## src/rtl/ace_snapshot_loader_if.sv

```systemverilog
// ioctl byte stream between data_io and the Jupiter Ace snapshot loader.
interface ace_snapshot_loader_if;
  logic        ioctl_download;
  logic [7:0]  ioctl_index;
  logic        ioctl_wr;
  logic [7:0]  ioctl_dout;
  logic [15:0] ioctl_addr;
  logic        ioctl_wait;

  modport master (
    output ioctl_download,
    output ioctl_index,
    output ioctl_wr,
    output ioctl_dout,
    output ioctl_addr,
    input  ioctl_wait
  );

  modport slave (
    input  ioctl_download,
    input  ioctl_index,
    input  ioctl_wr,
    input  ioctl_dout,
    input  ioctl_addr,
    output ioctl_wait
  );
endinterface

```

## src/rtl/ace_snapshot_loader.sv

```systemverilog
// Jupiter Ace .DCE snapshot loader feeding the ace RAM loader port.
// ACE_RLE_EN selects ED-escape RLE decoding; undefined gives raw pass-through.
module ace_snapshot_loader #(
  parameter logic [15:0] BASE_ADDR = 16'h2000,
  parameter int unsigned WR_GAP    = 1
) (
  input  logic                        clk_sys,
  input  logic                        reset,
  ace_snapshot_loader_if.slave        ioc,
  output logic [15:0]                 loader_addr,
  output logic [7:0]                  loader_data,
  output logic                        loader_wr,
  output logic                        loader_en,
  output logic                        loader_reset,
  output logic                        overflow,
  output logic                        overrun
);

  typedef enum logic [2:0] {
    S_IDLE, S_LIT, S_ESC, S_VAL, S_RUN, S_END, S_DRAIN
  } state_t;

  localparam logic [7:0] GAP = 8'(WR_GAP);

  state_t      state, nstate;
  logic        dl_q, rise, fall, start, restart;
  logic        issue, busy;
  logic [16:0] iaddr;
  logic [7:0]  idata;
  logic [7:0]  gap;
  logic [4:0]  ext;

  assign rise    = ioc.ioctl_download & ~dl_q;
  assign fall    = ~ioc.ioctl_download & dl_q;
  assign start   = rise & (ioc.ioctl_index == 8'd1);
  assign restart = start & ((state == S_IDLE) | (state == S_DRAIN));

`ifdef ACE_RLE_EN
  localparam logic [7:0] ESC_B = 8'hED;

  logic [16:0] cnt;
  logic [7:0]  run, val, pdata;
  logic        pend, byte_ok, lit, stash;
  logic        unused_addr;

  assign unused_addr    = ^ioc.ioctl_addr;
  assign ioc.ioctl_wait = (state == S_RUN) | pend;
  assign byte_ok = ioc.ioctl_wr & ~ioc.ioctl_wait;
  assign lit     = (state == S_LIT) & ~fall & byte_ok
                 & (ioc.ioctl_dout != ESC_B);
  assign stash   = lit & (gap != 8'd0);
  assign busy    = pend | loader_wr | (gap != 8'd0);

  // a literal arriving inside the spacing window waits in pdata
  always_comb begin
    issue = 1'b0;
    idata = ioc.ioctl_dout;
    iaddr = cnt;
    unique case (1'b1)
      (state == S_RUN) && (gap == 8'd0): begin
        issue = 1'b1;
        idata = val;
      end
      pend && (gap == 8'd0): begin
        issue = 1'b1;
        idata = pdata;
      end
      lit && (gap == 8'd0): issue = 1'b1;
      default: ;
    endcase
  end
`else
  assign ioc.ioctl_wait = 1'b0;
  assign busy = loader_wr | (gap != 8'd0);

  always_comb begin
    issue = (state == S_LIT) & ioc.ioctl_wr;
    idata = ioc.ioctl_dout;
    iaddr = {1'b0, ioc.ioctl_addr} + {1'b0, BASE_ADDR};
  end
`endif

  always_ff @(posedge clk_sys) begin
    if (reset) state <= S_IDLE;
    else       state <= nstate;
  end

  always_comb begin
    nstate = state;
    if (restart) begin
      nstate = S_LIT;
    end else begin
      unique case (state)
        S_IDLE: ;
`ifdef ACE_RLE_EN
        S_LIT:
          if (fall) nstate = S_DRAIN;
          else if (byte_ok && ioc.ioctl_dout == ESC_B) nstate = S_ESC;
        S_ESC:
          if (fall) nstate = S_DRAIN;
          else if (byte_ok)
            nstate = (ioc.ioctl_dout == 8'd0) ? S_END : S_VAL;
        S_VAL:
          if (fall) nstate = S_DRAIN;
          else if (byte_ok) nstate = S_RUN;
        S_RUN:
          if (issue && run == 8'd1)
            nstate = ioc.ioctl_download ? S_LIT : S_DRAIN;
        S_END:
          if (!ioc.ioctl_download) nstate = S_DRAIN;
`else
        S_LIT:
          if (fall) nstate = S_DRAIN;
`endif
        S_DRAIN:
          if (!busy) nstate = S_IDLE;
        default: nstate = S_IDLE;
      endcase
    end
  end

  always_comb begin
    loader_en    = (state != S_IDLE);
    loader_reset = loader_en | (ext != 5'd0);
  end

  always_ff @(posedge clk_sys) begin
    if (reset) begin
      dl_q        <= 1'b0;
      gap         <= 8'd0;
      ext         <= 5'd0;
      loader_wr   <= 1'b0;
      loader_addr <= 16'd0;
      loader_data <= 8'd0;
      overflow    <= 1'b0;
      overrun     <= 1'b0;
`ifdef ACE_RLE_EN
      cnt   <= {1'b0, BASE_ADDR};
      run   <= 8'd0;
      val   <= 8'd0;
      pdata <= 8'd0;
      pend  <= 1'b0;
`endif
    end else begin
      dl_q      <= ioc.ioctl_download;
      loader_wr <= issue & ~iaddr[16];
      if (issue) begin
        loader_addr <= iaddr[15:0];
        loader_data <= idata;
      end
      if (issue) gap <= GAP;
      else if (gap != 8'd0) gap <= gap - 8'd1;
      if (state == S_DRAIN && nstate == S_IDLE) ext <= 5'd16;
      else if (ext != 5'd0) ext <= ext - 5'd1;
      if (issue & iaddr[16]) overflow <= 1'b1;
`ifdef ACE_RLE_EN
      if (ioc.ioctl_wr & ioc.ioctl_wait) overrun <= 1'b1;
      if (issue) cnt <= cnt[16] ? cnt : cnt + 17'd1;
      if (stash) begin
        pend  <= 1'b1;
        pdata <= ioc.ioctl_dout;
      end else if (issue) begin
        pend <= 1'b0;
      end
      if (state == S_ESC && byte_ok && !fall) run <= ioc.ioctl_dout;
      else if (state == S_RUN && issue) run <= run - 8'd1;
      // first run write keeps the full gap after the value byte
      if (state == S_VAL && byte_ok && !fall) begin
        val <= ioc.ioctl_dout;
        gap <= GAP;
      end
`else
      overrun <= 1'b0;
`endif
      if (restart) begin
        overflow <= 1'b0;
        overrun  <= 1'b0;
        ext      <= 5'd0;
`ifdef ACE_RLE_EN
        cnt  <= {1'b0, BASE_ADDR};
        pend <= 1'b0;
`endif
      end
    end
  end

endmodule

```

## src/flat_wrapper.sv

```systemverilog
// flat-port wrapper written by rule: the top's interface ports become plain ports
module ace_snapshot_loader_flat 
#(
  parameter logic [15:0] BASE_ADDR = 16'h2000,
  parameter int unsigned WR_GAP    = 1
)
  (clk_sys, reset, loader_addr, loader_data, loader_wr, loader_en, loader_reset, overflow, overrun, ioc_ioctl_download, ioc_ioctl_index, ioc_ioctl_wr, ioc_ioctl_dout, ioc_ioctl_addr, ioc_ioctl_wait);
  ace_snapshot_loader_if ioc_i ();
  input  logic clk_sys;
  input  logic reset;
  output logic [15:0] loader_addr;
  output logic [7:0] loader_data;
  output logic loader_wr;
  output logic loader_en;
  output logic loader_reset;
  output logic overflow;
  output logic overrun;
  input wire logic [$bits(ioc_i.ioctl_download)-1:0] ioc_ioctl_download;
  input wire logic [$bits(ioc_i.ioctl_index)-1:0] ioc_ioctl_index;
  input wire logic [$bits(ioc_i.ioctl_wr)-1:0] ioc_ioctl_wr;
  input wire logic [$bits(ioc_i.ioctl_dout)-1:0] ioc_ioctl_dout;
  input wire logic [$bits(ioc_i.ioctl_addr)-1:0] ioc_ioctl_addr;
  output wire logic [$bits(ioc_i.ioctl_wait)-1:0] ioc_ioctl_wait;
  assign ioc_i.ioctl_download = ioc_ioctl_download;
  assign ioc_i.ioctl_index = ioc_ioctl_index;
  assign ioc_i.ioctl_wr = ioc_ioctl_wr;
  assign ioc_i.ioctl_dout = ioc_ioctl_dout;
  assign ioc_i.ioctl_addr = ioc_ioctl_addr;
  assign ioc_ioctl_wait = ioc_i.ioctl_wait;
  ace_snapshot_loader #(.BASE_ADDR(BASE_ADDR), .WR_GAP(WR_GAP)) u_core (.clk_sys(clk_sys), .reset(reset), .ioc(ioc_i), .loader_addr(loader_addr), .loader_data(loader_data), .loader_wr(loader_wr), .loader_en(loader_en), .loader_reset(loader_reset), .overflow(overflow), .overrun(overrun));
endmodule
```

## config.mk

```make
export PLATFORM = sky130hd
export DESIGN_NAME = ace_snapshot_loader_flat
export DESIGN_NICKNAME = d
export VERILOG_FILES = /design/src/rtl/ace_snapshot_loader_if.sv /design/src/rtl/ace_snapshot_loader.sv /design/src/flat_wrapper.sv
export SDC_FILE = /design/constraint.sdc
export NUM_CORES = 1
export LEC_CHECK = 0
export CAP_MARGIN = 5
export CORE_AREA = 4 4 72 74
export CTS_BUF_LIST = sky130_fd_sc_hd__clkbuf_2
export CTS_CLUSTER_DIAMETER = 30
export DETAILED_ROUTE_END_ITERATION = 10
export DIE_AREA = 0 0 76 78
export HOLD_SLACK_MARGIN = 0.05
export PLACE_DENSITY = 0.82
export SYNTH_ARGS = -nofsm -noshare
export SYNTH_HDL_FRONTEND = slang
export SYNTH_SLANG_ARGS = --single-unit
```

## constraint.sdc

```tcl
create_clock -name clk_sys -period 1.8 [get_ports clk_sys]
set_input_delay 0.27 -clock clk_sys [delete_from_list [all_inputs] [get_ports clk_sys]]
set_output_delay 0.27 -clock clk_sys [all_outputs]
set_load 0.01 [all_outputs]
```

Word level (Yosys, flattened, before mapping)
Index checks and enable logic that the tools add are counted.
{"block": "word_totals", "wordCells": 48, "out_inout_bits": 30, "ff_bits": 43}
{"block": "op_classes", "reduce_logical": 11, "n_bitwise": 13, "mux": 8, "add_sub_neg": 3, "n_eq_ne": 3}
{"operator": "adder 16 x 14 -> 17 bit (second input constant)", "n": 1}
{"operator": "two-way mux 5 bit", "n": 2}
{"operator": "two-way mux 3 bit", "n": 3}
{"operator": "one-hot mux 3 bit (3 select lines)", "n": 1}
{"operator": "equality test 8 x 1 -> 1 bit (second input constant)", "n": 1}
{"operator": "nonzero test 8 bit", "n": 1}
{"operator": "subtractor 8 x 1 -> 8 bit (second input constant)", "n": 1}
{"operator": "bitwise AND 1 bit", "n": 7}
{"operator": "zero test 3 bit", "n": 2}
{"operator": "nonzero test 5 bit", "n": 1}
{"operator": "subtractor 5 x 1 -> 5 bit (second input constant)", "n": 1}
{"operator": "nonzero test 2 bit", "n": 2}
{"operator": "OR reduction 2 bit", "n": 2}
{"operator": "equality test 3 x 1 -> 1 bit (second input constant)", "n": 1}
{"operator": "equality test 3 bit (second input constant)", "n": 1}
{"operator": "inverter 1 bit", "n": 3}
{"operator": "OR 1 bit", "n": 3}
{"operator": "nonzero test 3 bit", "n": 1}
{"operator": "OR reduction 3 bit", "n": 1}
{"operator": "two-way mux 1 bit", "n": 2}
{"operator": "logical AND 1 bit", "n": 1}

Longest topological paths before layout
Gate-level depths: netlist of run 1.
{"block": "depth", "ltp_word": 8, "ltp_mapped": 6, "mapped_depth_nobuf": 5}

Worst setup path before layout of run 1
No wires, ideal clock.
{"block": "synth_timing", "kind": "register to register", "from": "register u_core.gap[0]", "to": "register u_core.gap[1]", "path_stages_with_launch": 7, "setup_ps": 103, "path_slack_ps": 111, "path_buffers": 1, "period_less_slack_ps": 1689, "arrival_ps": 1586, "path_cell_list": "dfxtp_1 > inv_1 > ha_1 > or3b_1 > buf_1 > or2_4 > a2111oi_2"}
{"block": "synth_between", "elab_chain_len": 1, "elab_cells_between_ends": 2}
{"element": "start: declaration", "line": "ace_snapshot_loader.sv:30", "source": "logic [7:0] gap;"}
{"element": "start signal: assignment", "line": "ace_snapshot_loader.sv:152", "source": "else if (gap != 8'd0) gap <= gap - 8'd1;"}
{"element": "subtractor 8 x 1 -> 8 bit or nonzero test 8 bit (tied branches)", "line": "ace_snapshot_loader.sv:152"}
Parallel ways exist; a longest one is shown, timed or not.
A chain may end at the register's enable or synchronous reset.

Worst setup path after layout of run 1
{"block": "layout_timing", "from": "register u_core.gap[2]", "to": "register u_core.gap[1]"}
{"block": "layout_between", "elab_chain_len": 1}
{"element": "nonzero test 8 bit", "line": "ace_snapshot_loader.sv:152"}
No other way between the ends.

==> impl_metrics.toml, run 1 <==
[route]
dr.pass1.iters = 4
routedWlPerCell_microns = 12.7
vias = 1678
drtIter0Drc = 31
routed_wl_microns = 4240
drc = 0
antenna_left = 0
avgViaCountPerCell = 5.01

[cells_and_area]
fillCellCount = 400
drive_gt1_frac = 0.142
n_antenna_cell = 0
nNetsFinal = 321
final_area_sq_um = 2640
syn_to_final_growth_pct = 46.2

[pwr]
leakagePower_nw = 0.944
p_per_area_nw_per_um2 = 991
ir_drop_v = 0.000564
power_mw = 2.62

[worst_setup_path]
end_kind = "flop"
reg2reg_depth = 3
cp.arrival_ps = 2050
critPathLaunch = "u_core.gap[2]"
r2r-end = "u_core.gap[1]"
regToRegSetupSlack_ps = 70
cp_max_fo = 10
crit_path_end = "u_core.gap[1]"
regToRegStartpoint = "u_core.gap[2]"
worst-endpoint-required_ps = 2120
setup.worst_path.class = "flop to flop"
critPathLaunchType = "flop"

[die]
row_count = 25
die_h_microns = 78
ioPinCount = 66
core_area_sq_um = 4600
die_w_microns = 76
start_util = 0.393
die-area_sq_um = 5930

[status]
outcome = "finished, final reports clean"

[cts]
cts_made_buffers = 5
cts_tree = "done"
max-clock-path-buffers = 2
clk_latency_ps = 400
clk_pin_slew_ps = 200
cts.sinks = 43
htreeDepth = 2
cts-root-buf = "clkbuf_2"

[global_route]
grt_usage = 0.145
grt_max_degree = 31
grt.overflow.total = 0
grt_pass1_vias = 1656
grt_pass1_wl_microns = 7130
antenna_found_initial = 0

[synthesis]
ys_ff_latch = 43
synth_top_area_frac = 0.476
synth_common_cells = "nand2_1 (44), dfxtp_1 (43), a21oi_1 (30)"
synthCells = 207
synth_ff_type = "dfxtp_1"
async_flop_share = 0
synth_cell_types = 42
netlist_area_sq_um = 1810
avgSynthCellArea_sq_um = 8.73
yosysWarningCount = 0
synth_top_area_cell = "dfxtp_1"
ys_seq_area_frac = 0.476
synth.most_common_cell = "nand2_1"
synth_edf_count = 0
synth_area_leaders = "dfxtp_1 (48%), nand2_1 (9.1%), a21oi_1 (8.3%), ha_1 (3.5%), xnor2_1 (2.9%)"

[placed_design]
gp_congestion = 0.731
dp_hpwl_microns = 3140
io_buffers = 63
post_dp_cell_area_sq_um = 2570

[sta]
min_period_ps = 1730
final_hold_viol_count = 0
clock.fmax_mhz = 579
post-route-period-util = 0.960
setup_viol = 0
finalClockSkew_ps = 5.86
slew_viol_final = 0
rsz0062_at_grt = "yes"

[run]
max_cap_viol_count = 0

[worst_hold_path]
hp-class = "input port to flop"
[cell usage in the layout, fill, tap and decap left out, drive strengths merged, types with 2 or more instances in the layout]
master,synthesis,final
nand2b,4,4
or3,5,5
inv,6,6
a211oi,4,4
a2111oi,2,2
dfxtp,43,43
nor4b,4,4
clkinv,0,2
or4,2,2
nor2b,2,2
nor3b,2,2
nand2,44,44
nor2,8,8
conb,1,2
clkbuf,8,7
o31ai,2,2
nor4,2,2
nor3,5,5
xnor2,6,6
clkdlybuf4s50,0,61
a21oi,30,30
ha,5,5
o21ai,3,3
buf,5,15
[layout make-up]
cell class,count,area (sq um),area share
clock inverters,2,7.51,0.00284
flip-flops and latches,43,865,0.327
clock buffers,6,30.0,0.0114
inverters,6,22.5,0.00852
well taps,54,67.6,0.0256
repair buffers,78,749,0.284
multi-input cells,146,901,0.341
[metal layers]
layer	up-vias	routed length, microns	global-route usage
met5	-	0	0
met4	0	55	0.0480
met3	5	355	0.0673
met2	41	2060	0.248
met1	781	1780	0.156
li1	851	-	-
[cell families (layout without fill, tap and decap cells)]
| group | after synthesis | count (layout) | synth area share |
|---|---|---|---|
| adder cells (fa/ha/maj) | 5 | 5 | 0.0346 |
| buffers and inverters | 19 | 92 | 0.0477 |
| flip-flops | 43 | 43 | 0.476 |
| other | 1 | 2 | 0.00207 |
| XOR/XNOR | 6 | 6 | 0.0291 |
| AND/OR/NAND/NOR | 88 | 88 | 0.260 |
| multiplexers | 1 | 1 | 0.00623 |
| AO/OA/AOI/OAI | 44 | 44 | 0.145 |
[through the flow]
stage               worst slack, ps  setup TNS [ps]  utilization  hold WS (ps)  cells
floorplan                       111               0            -           366    208
global placement               41.6               0        0.559           440    325
detailed placement           -0.821          -0.821        0.559           449    325
CTS                            -127            -127        0.571           361    333
global route                  -18.3           -34.4        0.575           356    335
finish                         71.8               0        0.575           385    335
[flip-flops by register name (all words and copies together) (netlist names)]
signal and cells:
u_core.state 3, u_core.loader_addr 16, u_core.loader_data 8, u_core.ext 5
u_core.gap 8, u_core.overflow 1, u_core.loader_wr 1, u_core.dl_q 1
[power breakdown]
group	switching [mW]	internal (mW)	total, mW
Clock	0.295	0.0935	0.389
Sequential	0.101	1.07	1.17
Combinational	0.451	0.608	1.06
Total	0.847	1.77	2.62
[worst max-delay path: stages, from the launching register on]
cell and delay, ps:
dfxtp_1 400, or4_4 620, or2_4 290, a2111oi_2 340
[how the worst min path moves through the flow]
| stage | startpoint | to | slack, ps | depth (start not counted) |
|---|---|---|---|---|
| 2_1_floorplan | ioc_ioctl_addr[13] | u_core.loader_addr[13] | 370 | 1 |
| 3_3_place_gp | u_core.loader_addr[10] | u_core.loader_addr[10] | 440 | 2 |
| 3_5_place_dp | u_core.loader_data[5] | u_core.loader_data[5] | 450 | 2 |
| 4_1_cts | ioc_ioctl_addr[7] | u_core.loader_addr[7] | 360 | 3 |
| 5_1_grt | ioc_ioctl_addr[2] | u_core.loader_addr[2] | 360 | 3 |
| 6_report | ioc_ioctl_dout[1] | u_core.loader_data[1] | 390 | 3 |
[what timing repair did]
item | 4_1_cts | 5_1_grt
endpoints found under the setup margin | 2 | 7
pin swaps | 0 | 3
buffers inserted | 0 | 2
hold buffers | 0 | 0
gates resized for setup | 5 | 10
Power figures use the tool's default switching activity.
==> run 2, diff against run 1 <==
CAP_MARGIN = unset   (was 5)
PLACE_DENSITY = 0.75   (was 0.82)
==> impl_metrics.toml, run 2 (synthesis gave the netlist of run 1 again) <==
[pwr]
leakagePower_nw = 0.944
power_mw = 2.71
ir_drop_v = 0.000503
p_per_area_nw_per_um2 = 1020

[route]
avgViaCountPerCell = 4.99
vias = 1657
dr.pass1.iters = 6
drtIter0Drc = 50
routedWlPerCell_microns = 12.5
routed_wl_microns = 4150
antenna_left = 0
drc = 0

[worst_setup_path]
regToRegSetupSlack_ps = 80
r2r-end = "u_core.gap[1]"
setup.worst_path.class = "flop to flop"
critPathLaunchType = "flop"
cp_max_fo = 10
reg2reg_depth = 3
cp.arrival_ps = 2020
worst-endpoint-required_ps = 2100
end_kind = "flop"
regToRegStartpoint = "u_core.gap[2]"

[worst_hold_path]
hp-class = "input port to flop"
min_to = "u_core.loader_addr[4]"
hold_start = "ioc_ioctl_addr[4]"
min_path_cells = 3

[die]
ioPinCount = 66
core_area_sq_um = 4600
start_util = 0.393
die-area_sq_um = 5930
row_count = 25
die_h_microns = 78
die_w_microns = 76

[cells_and_area]
largest_reg_flops = 16
syn_to_final_growth_pct = 47.2
final_common_cell = "clkdlybuf4s50_1"
reg_top3 = "u_core.loader_addr: 16 flops, u_core.gap: 8 flops, u_core.loader_data: 8 flops"
final_area_sq_um = 2660
fin_cells = 332
register_area_sq_um = 868
top_register = "u_core.loader_addr"
drive_gt1_frac = 0.137
fin_util = 0.579
layout_common_cells = "clkdlybuf4s50_1 (61), nand2_1 (44), dfxtp_1 (39), a21oi_1 (30), buf_4 (11)"
fillCellCount = 417
n_antenna_cell = 0
multi_input_area_sq_um = 912
nNetsFinal = 318

[sta]
clock.fmax_mhz = 582
whs_ps = 391
min_period_ps = 1720
finalClockSkew_ps = 7.57
post-route-period-util = 0.955
final_hold_viol_count = 0
tns_ps = 0
rsz0062_at_grt = "yes"
setup_viol = 0
layout_setup_ws_ps = 80.6
slew_viol_final = 0

[placed_design]
io_buffers = 63
placed_cells = 323
dp_hpwl_microns = 2990
dp_slack_ps = -20.6
gp_congestion = 0.766
post_dp_cell_area_sq_um = 2560

[global_route]
antenna_found_initial = 0
grt.overflow.total = 0
grt_pass1_wl_microns = 6730
grt_usage = 0.137
grt_max_degree = 31
grt_pass1_vias = 1549

[cts]
cts-root-buf = "clkbuf_2"
holdBufCountCts = 0
cts_made_buffers = 5
cts.sinks = 43
clk_latency_ps = 390
clk_pin_slew_ps = 210
cts_tree = "done"
max-clock-path-buffers = 2
htreeDepth = 2

[status]
outcome = "finished, final reports clean"

[run]
max_cap_viol_count = 0
-- run 2: changes by cell type in the layout (fill, tap and decap cells not counted), sizes merged --
| cell | change |
|---|---|
| buf | -3 |
| bufinv | +1 |
| clkbuf | -1 |
-- run 2: what timing repair did --
| action | in CTS | in global routing |
|---|---|---|
| buffers inserted | 0 | 1 |
| endpoints found under the hold margin | 0 | 0 |
| gates resized for setup | 7 | 9 |
| pin swaps | 0 | 0 |
| setup endpoints to repair | 2 | 1 |
-- run 2: worst max-delay path, cell delays in order, from the launching register on --
cell and delay, ps:
dfxtp_1 400, or4_4 620, or2_4 290, a2111oi_2 330
-- run 2: cell type report --
cell class                      instances  share of cell area
Inverter                                6             0.00846
Timing Repair Buffer                   75               0.273
Clock buffer                            5             0.00940
Clock inverter                          3              0.0146
Sequential cell                        43               0.326
Multi-Input combinational cell        146               0.343
Tap cell                               54              0.0254
-- run 2: worst max-delay path by stage --
| stage | depth (start not counted) | slack, ps | to | from |
|---|---|---|---|---|
| finish | 3 | 80 | u_core.gap[1] | u_core.gap[2] |
| global route | 6 | -0.4 | u_core.ext[1] | u_core.gap[0] |
| CTS | 5 | -90 | loader_reset | u_core.ext[1] |
| detailed placement | 4 | -20 | u_core.ext[4] | ioc_ioctl_download |
| global placement | 4 | 50 | u_core.ext[4] | ioc_ioctl_download |
| floorplan | 6 | 110 | u_core.gap[1] | u_core.gap[0] |
-- run 2: where the power goes --
group,internal (mW),switching (mW),total [mW]
Clock,0.229,0.300,0.529
Sequential,1.07,0.101,1.17
Combinational,0.568,0.441,1.01
-- run 2: layer usage --
layer | GRT usage | routed length (microns) | vias to the layer above
met2 | 0.226 | 1990 | 40
li1 | - | - | 848
met4 | 0.0445 | 44 | 0
met3 | 0.0696 | 323 | 6
met1 | 0.153 | 1800 | 763
met5 | 0 | 0 | -
==> run 3, diff against run 2 <==
PLACE_DENSITY = unset   (was 0.75)
PLACE_DENSITY_LB_ADDON = 0.08   (was unset)
==> impl_metrics.toml, run 3 (synthesis gave the netlist of run 1 again) <==
[status]
outcome = "finished, final reports clean"

[die]
die_w_microns = 76
die-area_sq_um = 5930
row_count = 25
core_area_sq_um = 4600
start_util = 0.393
ioPinCount = 66
die_h_microns = 78

[route]
vias = 1632
routedWlPerCell_microns = 12.8
dr.pass1.iters = 4
antenna_left = 0
drc = 0
avgViaCountPerCell = 4.89
routed_wl_microns = 4270
drtIter0Drc = 89

[cts]
cts_made_buffers = 5
max-clock-path-buffers = 2
cts_setup_buffers = 0
cts.sinks = 43
htreeDepth = 2
cts-root-buf = "clkbuf_2"
clk_pin_slew_ps = 210
cts_tree = "done"
clk_latency_ps = 400

[global_route]
grt_max_degree = 31
antenna_found_initial = 0
grt_pass1_vias = 1622
grt_usage = 0.150
grt.overflow.total = 0
grt_pass1_wl_microns = 7300

[worst_setup_path]
critPathSlowestCell = "or3_4"
crit_family = "simple AND/OR/NAND/NOR gates"
cp_max_fo = 2
cp.arrival_ps = 1430
worst-endpoint-required_ps = 1530
critPathLaunchType = "flop"
end_kind = "output pin"
cp_cell_sequence = "or3_4 -> dlygate4sd2_1"
crit_buf_inv = 1
setup.worst_path.class = "flop to output pin"
slowest_delay_ps = 380

[sta]
final_hold_viol_count = 0
finalClockSkew_ps = 10.4
min_period_ps = 1700
setup_viol = 0
clock.fmax_mhz = 587
slew_viol_final = 0
post-route-period-util = 0.946
layout_setup_ws_ps = 97.2
rsz0062_at_grt = "no"

[placed_design]
io_buffers = 63
gp_congestion = 0.739
post_dp_cell_area_sq_um = 2590
dp_hpwl_microns = 3070
dp_slack_ps = -19.6

[cells_and_area]
reg_top3 = "u_core.loader_addr: 16 flops, u_core.gap: 8 flops, u_core.loader_data: 8 flops"
drive_gt1_frac = 0.143
n_antenna_cell = 0
final_area_sq_um = 2690
final_common_cell = "clkdlybuf4s50_1"
syn_to_final_growth_pct = 48.7
largest_reg_flops = 16
top_register = "u_core.loader_addr"
layout_common_cells = "clkdlybuf4s50_1 (61), nand2_1 (44), dfxtp_1 (40), a21oi_1 (30), buf_4 (12)"
nNetsFinal = 320

[run]
max_cap_viol_count = 0

[worst_hold_path]
hp-class = "input port to flop"

[pwr]
ir_drop_v = 0.000428
leakagePower_nw = 0.961
p_per_area_nw_per_um2 = 1010
power_mw = 2.72
==> run 3: cell types whose count changed in the layout (fill, tap and decap cells not counted) <==
cell	previous run	this run
dfxtp_1	39	40
or3b_1	1	0
dfxtp_4	1	0
or3b_4	0	1
buf_12	1	2
buf_4	11	12
==> run 3: what timing repair did <==
action	CTS	global route
endpoints found under the setup margin	2	4
hold buffers	0	0
resized for setup	5	10
==> run 3: area by class of cell <==
class / count / area [sq um]
clock inverter: 3 / 38.8
tap: 54 / 67.6
fill: 422 / 1910
inverter: 6 / 22.5
clock buffer: 5 / 25.0
timing repair buffer: 77 / 754
sequential: 43 / 865
multi-input combinational: 146 / 915
==> run 3: path summary, 6_finish.rpt <==
check                   startpoint  depth (start not counted)  slack, ps                    end
max                u_core.state[1]                          2        100              loader_en
max reg2reg          u_core.gap[1]                          4        110          u_core.gap[5]
min reg2reg  u_core.loader_addr[6]                          2        470  u_core.loader_addr[6]
min              ioc_ioctl_addr[0]                          3        370  u_core.loader_addr[0]
==> run 3: routing by layer <==
layer  wire, microns  GRT usage  vias to the layer above
li1                -          -                      848
met1            1860      0.175                      728
met2            1940      0.239                       51
met3             421     0.0754                        5
met4              49     0.0480                        0
met5               0          0                        -
==> run 3: stage by stage <==
step,setup TNS (ps),instances,hold slack [ps],utilization
5_1_grt,0,334,323,0.584
4_1_cts,-121,334,340,0.581
3_5_place_dp,-19.6,326,446,0.564
2_1_floorplan,0,208,366,-
3_3_place_gp,0,326,441,0.564
6_report,0,334,371,0.584
==> run 3: power by group <==
group / leakage (nW) / internal (mW) / switching, mW / total (mW)
clock: 0.0404 / 0.228 / 0.309 / 0.537
sequential: 0.350 / 1.07 / 0.0968 / 1.16
combinational: 0.570 / 0.572 / 0.441 / 1.01
total: 0.961 / 1.87 / 0.847 / 2.72
==> run 3: worst min-delay path: cells and delay by family <==
| kind | cells | cell delay, ps |
|---|---|---|
| compound gates | 1 | 50 |
| buf+inv | 1 | 390 |
| simple gates | 1 | 50 |
